## config.mk

```make
export PLATFORM = sky130hd
export DESIGN_NAME = wino_out_xform
export DESIGN_NICKNAME = d
export VERILOG_FILES = /design/src/rtl/wino_out_xform.sv
export SDC_FILE = /design/constraint.sdc
export NUM_CORES = 1
export LEC_CHECK = 0
export ABC_AREA = 1
export CAP_MARGIN = 20
export CORE_MARGIN = 2
export CORE_UTILIZATION = 55
export DETAILED_ROUTE_END_ITERATION = 16
export DONT_BUFFER_PORTS = 1
export HOLD_SLACK_MARGIN = 0.15
export PLACE_DENSITY = 0.73
export SLEW_MARGIN = 20
export SYNTH_ARGS = -nofsm -noshare
export SYNTH_HDL_FRONTEND = slang
export SYNTH_SLANG_ARGS = --single-unit
export TNS_END_PERCENT = 10
```

## constraint.sdc

```tcl
create_clock -name clk -period 11.7 [get_ports clk]
set_input_delay 2.925 -clock clk [delete_from_list [all_inputs] [get_ports clk]]
set_output_delay 2.925 -clock clk [all_outputs]
set_load 0.03 [all_outputs]
```

## src/rtl/wino_out_xform.sv

```systemverilog
`default_nettype none
// ============================================================================
// Module   : wino_out_xform
// Purpose  : Winograd F(2,3) output (inverse) transform, O = A^T * Y * A,
//            with A^T = [1 1 1 0 ; 0 1 -1 -1]. One shared adder tree handles
//            one Y column per cycle in PASS1 (4 cycles) and one T row per
//            cycle in PASS2 (2 cycles). The result is then held in OUT until
//            it is accepted.
// Ports    : clk, rst (async, active-high)
//            in_valid/in_ready/y_tile  - 4x4 Y tile in, Y[0][0] in the MSBs
//            out_valid/out_ready/o_tile - 2x2 O tile out, O[0][0] in the MSBs
// Revision : 1.0 - initial release
// ============================================================================
module wino_out_xform #(
  parameter int W  = 8,
  parameter int OW = W + 4
) (
  input  logic            clk,
  input  logic            rst,
  input  logic            in_valid,
  output logic            in_ready,
  input  logic [16*W-1:0] y_tile,
  output logic            out_valid,
  input  logic            out_ready,
  output logic [4*OW-1:0] o_tile
);

  typedef enum logic [1:0] {
    IDLE  = 2'd0,
    PASS1 = 2'd1,
    PASS2 = 2'd2,
    OUT   = 2'd3
  } state_t;

  state_t            state_q, state_d;
  logic [1:0]        cnt_q, cnt_d;
  logic [16*W-1:0]   y_q;
  logic signed [W+1:0] t0_q [4];
  logic signed [W+1:0] t1_q [4];
  logic signed [OW-1:0] o_q [4];

  // Unpack the captured tile into a 4x4 view of signed elements.
  logic signed [W-1:0] y_e [4][4];

  for (genvar r = 0; r < 4; r++) begin : g_row
    for (genvar c = 0; c < 4; c++) begin : g_col
      assign y_e[r][c] = y_q[(15-(4*r+c))*W +: W];
    end
  end

  // PASS1 column adder: signed assignment sign-extends to W+2.
  logic signed [W+1:0] yc0, yc1, yc2, yc3;
  logic signed [W+1:0] t0_sum, t1_sum;

  always_comb begin
    yc0    = y_e[0][cnt_q];
    yc1    = y_e[1][cnt_q];
    yc2    = y_e[2][cnt_q];
    yc3    = y_e[3][cnt_q];
    t0_sum = yc0 + yc1 + yc2;
    t1_sum = yc1 - yc2 - yc3;
  end

  // PASS2 row adder: the same structure applied to row cnt_q[0] of T.
  logic signed [OW-1:0] tr0, tr1, tr2, tr3;
  logic signed [OW-1:0] o0_sum, o1_sum;

  always_comb begin
    tr0    = cnt_q[0] ? t1_q[0] : t0_q[0];
    tr1    = cnt_q[0] ? t1_q[1] : t0_q[1];
    tr2    = cnt_q[0] ? t1_q[2] : t0_q[2];
    tr3    = cnt_q[0] ? t1_q[3] : t0_q[3];
    o0_sum = tr0 + tr1 + tr2;
    o1_sum = tr1 - tr2 - tr3;
  end

  // Next-state logic.
  always_comb begin
    state_d = state_q;
    cnt_d   = cnt_q;
    case (state_q)
      IDLE: begin
        if (in_valid) begin
          state_d = PASS1;
          cnt_d   = 2'd0;
        end
      end
      PASS1: begin
        if (cnt_q == 2'd3) begin
          state_d = PASS2;
          cnt_d   = 2'd0;
        end else begin
          cnt_d = cnt_q + 2'd1;
        end
      end
      PASS2: begin
        if (cnt_q == 2'd1) begin
          state_d = OUT;
          cnt_d   = 2'd0;
        end else begin
          cnt_d = cnt_q + 2'd1;
        end
      end
      OUT: begin
        if (out_ready) begin
          state_d = IDLE;
        end
      end
      default: begin
        state_d = IDLE;
        cnt_d   = 2'd0;
      end
    endcase
  end

  always_ff @(posedge clk or posedge rst) begin
    if (rst) begin
      state_q <= IDLE;
      cnt_q   <= 2'd0;
    end else begin
      state_q <= state_d;
      cnt_q   <= cnt_d;
    end
  end

  // Datapath registers. o_q is only written in PASS2, so the previous result
  // stays visible on o_tile until the next tile overwrites it.
  always_ff @(posedge clk or posedge rst) begin
    if (rst) begin
      y_q <= '0;
      for (int k = 0; k < 4; k++) begin
        t0_q[k] <= '0;
        t1_q[k] <= '0;
        o_q[k]  <= '0;
      end
    end else begin
      if (state_q == IDLE && in_valid) begin
        y_q <= y_tile;
      end
      if (state_q == PASS1) begin
        t0_q[cnt_q] <= t0_sum;
        t1_q[cnt_q] <= t1_sum;
      end
      if (state_q == PASS2) begin
        if (cnt_q[0]) begin
          o_q[2] <= o0_sum;
          o_q[3] <= o1_sum;
        end else begin
          o_q[0] <= o0_sum;
          o_q[1] <= o1_sum;
        end
      end
    end
  end

  assign in_ready  = (state_q == IDLE);
  assign out_valid = (state_q == OUT);
  assign o_tile    = {o_q[0], o_q[1], o_q[2], o_q[3]};

endmodule
`default_nettype wire
```

==> impl_metrics.tcl <==
set metrics [dict create \
    post_drt_wl_per_cell_um 17.9 \
    r2r.worst_path.cells 17 \
    ys_seq_elements 260 \
    antenna_found_initial 9 \
    critPathMaxStageDelay_ns 0.81 \
    cts_resized 0 \
    async_reset_ff_share_pct 100 \
    synth-seq-area-share_pct 47.0 \
    critPathLaunchType "flop" \
    grt.total_usage_pct 24.9 \
    globalRoute.totalOverflow 0 \
    cp_data_required_time_ns 12.12 \
    root_buffer "sky130_fd_sc_hd__clkbuf_16" \
    timing.max_cap.violations 0 \
    cts.sinks 260 \
    yosysMostFrequentCell "sky130_fd_sc_hd__nand2_1" \
    clock-skew-final_ns 0.0369 \
    clock.fmax_mhz 215 \
    cts.htree.levels 1 \
    netlist.top_cell.by_area "sky130_fd_sc_hd__dfrtp_1" \
    core_region_area_mm2 0.0250 \
    cts_hold_buffers 0 \
    worst_max_slew_pin_slew_ns 1.01 \
    synthesis.instances 1485 \
    finalHoldViolCount 0 \
    synth.top_cells.by_area "sky130_fd_sc_hd__dfrtp_1 (47%), sky130_fd_sc_hd__nand2_1 (10%), sky130_fd_sc_hd__mux2_2 (9.4%)" \
    worst_path_arrival_ns 5.07 \
    syn_nets 1703 \
    timing.hold.worst.class "reg -> reg" \
    timing.setup.critical_path_class "reg -> reg" \
    antenna_viol_nets_final 0 \
    critical_path.slowest_cell "sky130_fd_sc_hd__dfrtp_4" \
    num-nets-final 1677 \
    crit_path_max_fanout 80 \
    synth-edff-count 0 \
    setup_tns_final_ns 0 \
    fp.dieH_um 163 \
    dp.final_hpwl_um 22600 \
    die_w_um 163 \
    yosys-top-cells-count "sky130_fd_sc_hd__nand2_1 (368), sky130_fd_sc_hd__dfrtp_1 (260), sky130_fd_sc_hd__o21ai_0 (138)" \
    source_to_sink_clock_delay_at_the_later_pin_of_the_worst_skew_pair_ns 0.57 \
    synth.lib_cells_used.distinct 42 \
    finalCriticalPeriod_ns 4.65 \
    postRouteWirelength_um 32400 \
    boundaryPins 182 \
    synthesis.area_mm2 0.0138 \
    worst_setup_path_end_kind "flop" \
    worst_path_most_repeated_cell "sky130_fd_sc_hd__nand2_1" \
    worst_hold_path.num_cells 2 \
    syn2layout_area_growth_pct 8.35 \
    grt_max_degree 142 \
    slew_viol_final 0 \
    detailedRoute.firstIterationViolations 903 \
    post-route-period-util_pct 39.7 \
    number_of_buffers_inserted_during_clock_tree_synthesis 28 \
    io_buffers 0 \
    placementRows 58 \
    grt_first_pass_wirelength_um 52800 \
    fp.dieArea_mm2 0.0264 \
    top_area_cell_type_share_of_the_netlist_area_pct 47.0 \
    slew-limit-headroom_pct 32.9 \
    status "completed" \
    synth_flop_cell "sky130_fd_sc_hd__dfrtp_1" \
    clk_path_buf_depth 3 \
    drc 0 \
    gp_congestion 0.918 \
    yosys_warnings 0 \
    number_of_vias_in_the_routed_layout 10300 \
    clk_pin_slew_ns 0.06 \
    series_of_cell_instances_along_the_critical_path "buf_4, inv_4, nand2_1, nand3_2, and2_1, fa_1, ha_1, inv_1, fa_1, inv_1, nand2_1, o211ai_1, nand2_1, nand2_1, nand2_1, nand2_1, nand2_1" \
    unrepaired_setup_endpoints_after_global_routing "no" \
    drive_gt1_share_pct 13.6 \
    number_of_global_route_vias_before_repair 10300 \
    post_cts.repair.setup_buffers 0 \
    regToRegSetupSlack_ns 7.05 \
    cts_tree "built" \
    setup_viol 0 \
    starting_density_of_the_core_pct 55.4 \
    syn_area_per_cell_um2 9.32 \
    detailedRoute.firstPassIterationCount 7 \
    viasPerCell 5.68 \
]
state kept, by name, indices dropped and copies added, names as in the netlist:
signal,count
state_q,2
t0_q,40
t1_q,40
cnt_q,2
y_e,128
o_tile,48
worst max-delay path, delay by kind of cell (launching register included):
kind,cells,cell delay [ns]
AOI/OAI and AO/OA,1,0.09
and+or+nand+nor,9,1.07
adders and majority gates,3,1.17
DFF,1,0.81
buffers and inverters,4,1.34
cell usage in the layout, fill, tap and decap left out, drive strengths merged:
master and count:
and2 2, nor3 3, or2 11, a211oi 1, nand4 14, nand2 376
o22ai 18, a21oi 49, xnor2 8, clkinv 5, dfrtp 260, o21bai 4
nand3b 1, diode 3, ha 48, nor2 88, o2111ai 1, bufinv 2
clkbuf 44, nand3 87, a32o 1, mux2i 10, inv 122, clkinvlp 1
buf 9, a32oi 7, fa 38, a22o 1, o21ai 145, xor2 4
o211ai 1, mux2 115, o21a 4
worst paths after layout:
kind / start / endpoint
worst max-delay path: cnt_q[0] / t0_q[9]
worst min-delay path: t1_q[19] / t1_q[19]
worst max register to register: cnt_q[0] / t0_q[9]
worst min register to register: t1_q[19] / t1_q[19]
max in group asynchronous: rst / t0_q[21]
min in group asynchronous: rst / o_tile[1]
final cells by class:
cell class                 count  area [um^2]
clock inverter                 7          103
multi-input combinational   1037         6570
timing repair buffer           9         71.3
clock buffer                  44          851
sequential                   260         6510
fill                        2141         9970
tap                          330          413
antenna                        3         7.51
inverter                     123          472
logic make-up (layout without fill, tap and decap cells):
group | after synthesis | in the layout | share of synthesized area (%)
xor gates and xnor gates | 12 | 12 | 0.814
muxes | 125 | 125 | 10.1
AOI/OAI and AO/OA | 232 | 232 | 9.01
adders and majority gates | 86 | 86 | 9.84
other | 0 | 3 | 0
DFF | 260 | 260 | 47.0
and+or+nand+nor | 582 | 582 | 17.6
buffers and inverters | 188 | 183 | 5.62
stage by stage:
| stage | area, um^2 | hold slack (ns) | setup slack, ns | utilization (%) | cells |
|---|---|---|---|---|---|
| 2_1_floorplan | 13800 | 0.442 | 1.62 | - | 1485 |
| 3_3_place_gp | 14000 | 0.457 | 7.13 | 56.2 | 1759 |
| 3_5_place_dp | 14000 | 0.459 | 7.09 | 56.2 | 1759 |
| 4_1_cts | 15000 | 0.481 | 7.07 | 60.0 | 1810 |
| 5_1_grt | 15000 | 0.494 | 6.72 | 60.1 | 1812 |
| 6_report | 15000 | 0.476 | 7.05 | 60.1 | 1813 |
layer usage:
metal  share of wire [%]  wire (um)  vias up  GRT usage [%]
met5                0.14         45        -              0
met4                 2.7        866        8           7.04
met3                 8.5       2750       68           7.31
met2                  48      15600      338           41.6
met1                  41      13200     5037           31.7
li1                    -          -     4854              -
Power is not shown: default switching activity piles up to over one toggle a cycle in this logic, so the estimate is an artifact.
